File: src/rtl/ddr4_ca_pkg.sv
// Shared types and constants for the DDR4 command/address lane delay-line controller.
package ddr4_ca_pkg;

    localparam int unsigned TAP_W = 8;

    localparam logic [1:0] CA_OP_LOAD = 2'b00;
    localparam logic [1:0] CA_OP_INC  = 2'b01;
    localparam logic [1:0] CA_OP_DEC  = 2'b10;
    localparam logic [1:0] CA_OP_SET  = 2'b11;

    typedef enum logic [2:0] {
        StIdle,
        StSetup,
        StPulse,
        StGap,
        StFin
    } ca_state_e;

endpackage

File: src/rtl/ddr4_oor_sync.sv
// Two-flop synchronizer for the IOD out-of-range flag; only used when
// DDR4_CA_DLY_OOR_SYNC_EN is defined.
module ddr4_oor_sync (
    input  logic clk,
    input  logic rst,
    input  logic async_in,
    output logic sync_out
);

    logic meta_q;
    logic sync_q;

    always_ff @(posedge clk) begin
        if (rst) begin
            meta_q <= 1'b0;
            sync_q <= 1'b0;
        end else begin
            meta_q <= async_in;
            sync_q <= meta_q;
        end
    end

    assign sync_out = sync_q;

endmodule

File: src/rtl/ddr4_ca_lane_dly_ctrl.sv
// Per-lane CA delay-line controller: turns tap commands into spaced MOVE/LOAD pulses.
// Define DDR4_CA_DLY_OOR_SYNC_EN to synchronize the OOR flag (gap then forced to >= 3).
module ddr4_ca_lane_dly_ctrl
    import ddr4_ca_pkg::*;
#(
    parameter int unsigned NUM_TAPS = 128,
    parameter int unsigned INIT_TAP = 1,
    parameter int unsigned MOVE_GAP = 4
) (
    input  logic             fab_clk,
    input  logic             sync_rst,
    input  logic             cmd_valid,
    output logic             cmd_ready,
    input  logic [1:0]       cmd_op,
    input  logic [TAP_W-1:0] cmd_count,
    output logic             done,
    output logic             err,
    output logic [TAP_W-1:0] tap_value,
    output logic             delay_line_move_0,
    output logic             delay_line_direction_0,
    output logic             delay_line_load_0,
    input  logic             delay_line_out_of_range_0
);

`ifdef DDR4_CA_DLY_OOR_SYNC_EN
    localparam int unsigned EffGap = (MOVE_GAP < 3) ? 3 : MOVE_GAP;
`else
    localparam int unsigned EffGap = MOVE_GAP;
`endif

    localparam logic [TAP_W-1:0] TapMax  = TAP_W'(NUM_TAPS - 1);
    localparam logic [TAP_W-1:0] TapInit = TAP_W'(INIT_TAP);
    localparam logic [3:0]       GapLast = 4'(EffGap - 1);

    ca_state_e        state_q;
    logic [1:0]       op_q;
    logic [TAP_W-1:0] n_q;
    logic [TAP_W-1:0] tap_q;
    logic [3:0]       gap_q;
    logic             ready_q;
    logic             move_q;
    logic             load_q;
    logic             dir_q;
    logic             done_q;
    logic             err_q;
    logic             err_pend_q;
    logic             oor;

    logic [TAP_W-1:0] room;
    logic [TAP_W-1:0] acc_n;
    logic             acc_dir;
    logic             acc_err;

`ifdef DDR4_CA_DLY_OOR_SYNC_EN
    ddr4_oor_sync u_oor_sync (
        .clk      (fab_clk),
        .rst      (sync_rst),
        .async_in (delay_line_out_of_range_0),
        .sync_out (oor)
    );
`else
    assign oor = delay_line_out_of_range_0;
`endif

    // Pulse count, direction and clip error for the command currently offered.
    always_comb begin
        acc_n   = '0;
        acc_dir = 1'b0;
        acc_err = 1'b0;
        room    = TapMax - tap_q;
        case (cmd_op)
            CA_OP_LOAD: acc_n = TAP_W'(1);
            CA_OP_INC: begin
                acc_dir = 1'b1;
                if (cmd_count > room) begin
                    acc_n   = room;
                    acc_err = 1'b1;
                end else begin
                    acc_n = cmd_count;
                end
            end
            CA_OP_DEC: begin
                if (cmd_count > tap_q) begin
                    acc_n   = tap_q;
                    acc_err = 1'b1;
                end else begin
                    acc_n = cmd_count;
                end
            end
            default: begin
                acc_dir = cmd_count > tap_q;
                if (cmd_count > TapMax) begin
                    acc_err = 1'b1;
                end else if (acc_dir) begin
                    acc_n = cmd_count - tap_q;
                end else begin
                    acc_n = tap_q - cmd_count;
                end
            end
        endcase
    end

    always_ff @(posedge fab_clk) begin
        if (sync_rst) begin
            state_q    <= StIdle;
            op_q       <= CA_OP_LOAD;
            n_q        <= '0;
            tap_q      <= TapInit;
            gap_q      <= '0;
            ready_q    <= 1'b1;
            move_q     <= 1'b0;
            load_q     <= 1'b0;
            dir_q      <= 1'b0;
            done_q     <= 1'b0;
            err_q      <= 1'b0;
            err_pend_q <= 1'b0;
        end else begin
            // Pulses and DONE are single-cycle; only the entering transition sets them.
            move_q <= 1'b0;
            load_q <= 1'b0;
            done_q <= 1'b0;
            unique case (state_q)
                StIdle: begin
                    if (cmd_valid) begin
                        op_q       <= cmd_op;
                        n_q        <= acc_n;
                        dir_q      <= acc_dir;
                        err_pend_q <= acc_err;
                        err_q      <= 1'b0;
                        ready_q    <= 1'b0;
                        state_q    <= StSetup;
                    end
                end
                StSetup: begin
                    if (n_q == '0) begin
                        done_q  <= 1'b1;
                        err_q   <= err_pend_q;
                        state_q <= StFin;
                    end else begin
                        move_q  <= (op_q != CA_OP_LOAD);
                        load_q  <= (op_q == CA_OP_LOAD);
                        state_q <= StPulse;
                    end
                end
                StPulse: begin
                    n_q     <= n_q - TAP_W'(1);
                    gap_q   <= GapLast;
                    state_q <= StGap;
                    if (op_q == CA_OP_LOAD) begin
                        tap_q <= TapInit;
                    end else if (dir_q) begin
                        tap_q <= tap_q + TAP_W'(1);
                    end else begin
                        tap_q <= tap_q - TAP_W'(1);
                    end
                end
                StGap: begin
                    if (gap_q != '0) begin
                        gap_q <= gap_q - 4'd1;
                    end else if (oor) begin
                        done_q  <= 1'b1;
                        err_q   <= 1'b1;
                        state_q <= StFin;
                    end else if (n_q != '0) begin
                        move_q  <= (op_q != CA_OP_LOAD);
                        load_q  <= (op_q == CA_OP_LOAD);
                        state_q <= StPulse;
                    end else begin
                        done_q  <= 1'b1;
                        err_q   <= err_pend_q;
                        state_q <= StFin;
                    end
                end
                StFin: begin
                    ready_q <= 1'b1;
                    state_q <= StIdle;
                end
                default: state_q <= StIdle;
            endcase
        end
    end

    // Gated by reset so a command presented alongside reset is never accepted.
    assign cmd_ready              = ready_q & ~sync_rst;
    assign done                   = done_q;
    assign err                    = err_q;
    assign tap_value              = tap_q;
    assign delay_line_move_0      = move_q;
    assign delay_line_load_0      = load_q;
    assign delay_line_direction_0 = dir_q;

endmodule
File: config.mk
export PLATFORM = sky130hd
export DESIGN_NAME = ddr4_ca_lane_dly_ctrl
export DESIGN_NICKNAME = d
export VERILOG_FILES = /design/src/rtl/ddr4_ca_pkg.sv /design/src/rtl/ddr4_oor_sync.sv /design/src/rtl/ddr4_ca_lane_dly_ctrl.sv
export SDC_FILE = /design/constraint.sdc
export NUM_CORES = 1
export LEC_CHECK = 0
export ABC_AREA = 1
export CORE_ASPECT_RATIO = 2
export CORE_UTILIZATION = 40
export DETAILED_ROUTE_END_ITERATION = 8
export PLACE_DENSITY = 0.56
export SETUP_SLACK_MARGIN = 0.4
export SYNTH_ARGS = -nofsm -noshare
export SYNTH_HDL_FRONTEND = slang
export SYNTH_HIERARCHICAL = 1
export SYNTH_SLANG_ARGS = --single-unit
File: constraint.sdc
create_clock -name fab_clk -period 2.7 [get_ports fab_clk]
set_input_delay 0.54 -clock fab_clk [delete_from_list [all_inputs] [get_ports fab_clk]]
set_output_delay 0.54 -clock fab_clk [all_outputs]
set_load 0.01 [all_outputs]
==> results_dict.tcl <==
set metrics [dict create \
    period_share_pct 83.44 \
    clock_path_buffers 2 \
    place_hpwl_um 8621 \
    pin_count 28 \
    clock_sinks 32 \
    fp.coreArea_mm2 0.007322 \
    syn_to_final_growth_pct 39.38 \
    ir_drop_mv 0.2879 \
    yosys.cell_count.top_type "nand2_1" \
    hold_violations 0 \
    synth_seq_area_share_pct 21.00 \
    postSynthNetCount 535 \
    drive_above_1_share_pct 21.75 \
    crit_type "in -> out" \
    avgSynthCellArea_um2 6.277 \
    p_leak_uw 0.002081 \
    synth-seq-cells 32 \
    drc 0 \
    synth_top_cell_area_share_pct 21.00 \
    drt-initial-drc-count 231 \
    slew_headroom_pct 68.59 \
    synth_warnings 6 \
    slew_violations 0 \
    fin_skew_ns 0.003851 \
    grt_pass1_wl_um 17030 \
    grt_pass1_vias 3590 \
    cap_violations 0 \
    gp_congestion 0.9615 \
    hold-worst-slack_ns 0.4770 \
    worstMarginPinSlew_ns 0.4701 \
    cp-end-kind "output port" \
    overflow 0 \
    synth_top_family_by_area "simple AND/OR/NAND/NOR gates" \
    cts.clk_slew.worst_paths_ns 0.06 \
    drt-total-wl_um 10610 \
    rows 44 \
    synth_cells 486 \
    die_h_um 125.5 \
    synthDistinctLibCells 40 \
    fp.dieW_um 63.75 \
    initial_core_util_pct 41.66 \
    detail_route.wl_per_cell_um 16.03 \
    min_period_ns 2.253 \
    ant_nets 0 \
    synth_compound_area_share_pct 12.80 \
    synth_largest_area_cell "dfxtp_1" \
    synth.area.top_cells "dfxtp_1 (21%), nand2_1 (16%), ha_1 (13%)" \
    post-route-util_pct 58.07 \
    cts_buffers 5 \
    hold_class "reg -> reg" \
    root_buffer "clkbuf_16" \
    synthArstFlopShare_pct 0 \
    synth_area_mm2 0.003050 \
    track_usage_pct 28.06 \
    clk_latency_ns 0.28 \
    drtPass1Iterations 4 \
    htree_levels 2 \
    vias 3495 \
    fmax_ghz 0.4439 \
    yosys-top-cells-count "nand2_1 (129), inv_1 (70), nand3_1 (55), nor2_1 (37)" \
    via_per_inst 5.279 \
    rsz0062_at_grt "yes" \
    critPathArrivalTime_ns 1.71 \
    die_area_mm2 0.008001 \
    synthAdderAreaFrac_pct 15.09 \
    ctsHoldBuffers 0 \
    cts_tree "done" \
    setup_viol 0 \
    tns_ns 0 \
    crit_fanout 3 \
    cp.required_ns 2.16 \
    status "completed" \
    io_buffers 27 \
    num_antenna_cells 0 \
    fillers 728 \
    p_per_area_mw_per_mm2 674.3 \
    synthSimpleGateAreaFrac_pct 36.63 \
    synth_edf_count 0 \
    fin_nets 618 \
    ys.flop_type "dfxtp_1" \
    grt_max_degree 14 \
    place_ws_ns -0.1743 \
    antenna_found_initial 0 \
    fin_ws_ns 0.4471 \
    muxShareOfSynthArea_pct 0 \
    start_kind "input port" \
    synth_xor_area_share_pct 3.733 \
]
-- worst paths after layout --
path	cells after the start	end	slack, ns	from
hold / removal	2	op_q[0]	0.48	op_q[0]
hold reg to reg	2	op_q[0]	0.48	op_q[0]
setup / recovery	3	cmd_ready	0.45	sync_rst
setup reg to reg	13	n_q[2]	0.56	tap_value[0]
-- registers in the layout, summed over array words and instances (netlist names) --
signal                  count
delay_line_direction_0      1
err                         1
tap_value                   8
n_q                         8
err_pend_q                  1
state_q                     3
delay_line_load_0           1
delay_line_move_0           1
op_q                        2
ready_q                     1
done                        1
gap_q                       4
-- repair_timing --
action,in CTS,in global routing
buffers inserted,5,2
gates cloned,1,0
gates resized for setup,29,39
endpoints found under the setup margin,10,11
pin swaps,9,17
-- cells in the final DEF (no fill, tap or decap), drive strengths merged, types with 2 or more instances in the layout --
master,n
dlygate4sd2,2
ha,32
a31oi,2
nand2,134
o21ai,23
buf,57
nor4,3
clkinv,2
dlymetal6s2s,5
a221oi,2
o211ai,2
clkbuf,5
nand4,6
clkdlybuf4s50,19
a21o,2
xor2,8
inv,74
nor3,10
fa,3
o22ai,6
a21oi,29
dfxtp,32
nor2,41
nand3,55
xnor2,5
-- cell families after synthesis --
| family | count (synthesis) |
|---|---|
| compound gates | 70 |
| xor+xnor | 13 |
| fa+ha+maj | 35 |
| buf+inv | 83 |
| flops | 32 |
| simple gates | 253 |
-- area by class of cell --
cell class | instances | area, um^2 | area share [%]
sequential | 32 | 645.6 | 15.19
clock buffer | 5 | 125.1 | 2.943
multi-input combinational | 371 | 2315 | 54.44
inverter | 75 | 284.0 | 6.680
tap | 92 | 115.1 | 2.707
timing repair buffer | 84 | 724.4 | 17.04
clock inverter | 3 | 42.54 | 1.001
-- metal layers --
layer | wire length [um] | part of all wire, % | vias up | global-route usage [%]
met4 | 779 | 7.3 | 0 | 19.65
met3 | 204 | 1.9 | 45 | 2.828
li1 | - | - | 1751 | -
met5 | 0 | 0 | - | 0
met1 | 3587 | 34 | 1620 | 24.27
met2 | 6038 | 57 | 79 | 56.20
-- metrics by stage --
stage,instances,cell area (um^2),total power (uW)
4_1_cts,660,4104,2815
3_3_place_gp,646,3757,2084
3_5_place_dp,646,3757,2107
5_1_grt,662,4252,3088
2_1_floorplan,486,3050,1651
6_report,662,4252,2867
-- where the power goes --
part	leakage, uW	total, uW	switching (uW)	internal (uW)
clock	0.0000798	649	216	433
combinational	0.00174	1510	910	601
sequential	0.000263	707	111	596
total	0.00208	2870	1240	1630
-- critical path, cell delays in order --
cell	delay (ns)
clkdlybuf4s50_1	0.48
nor2_1	0.13
clkdlybuf4s50_1	0.55
Power figures use the tool's default switching activity.
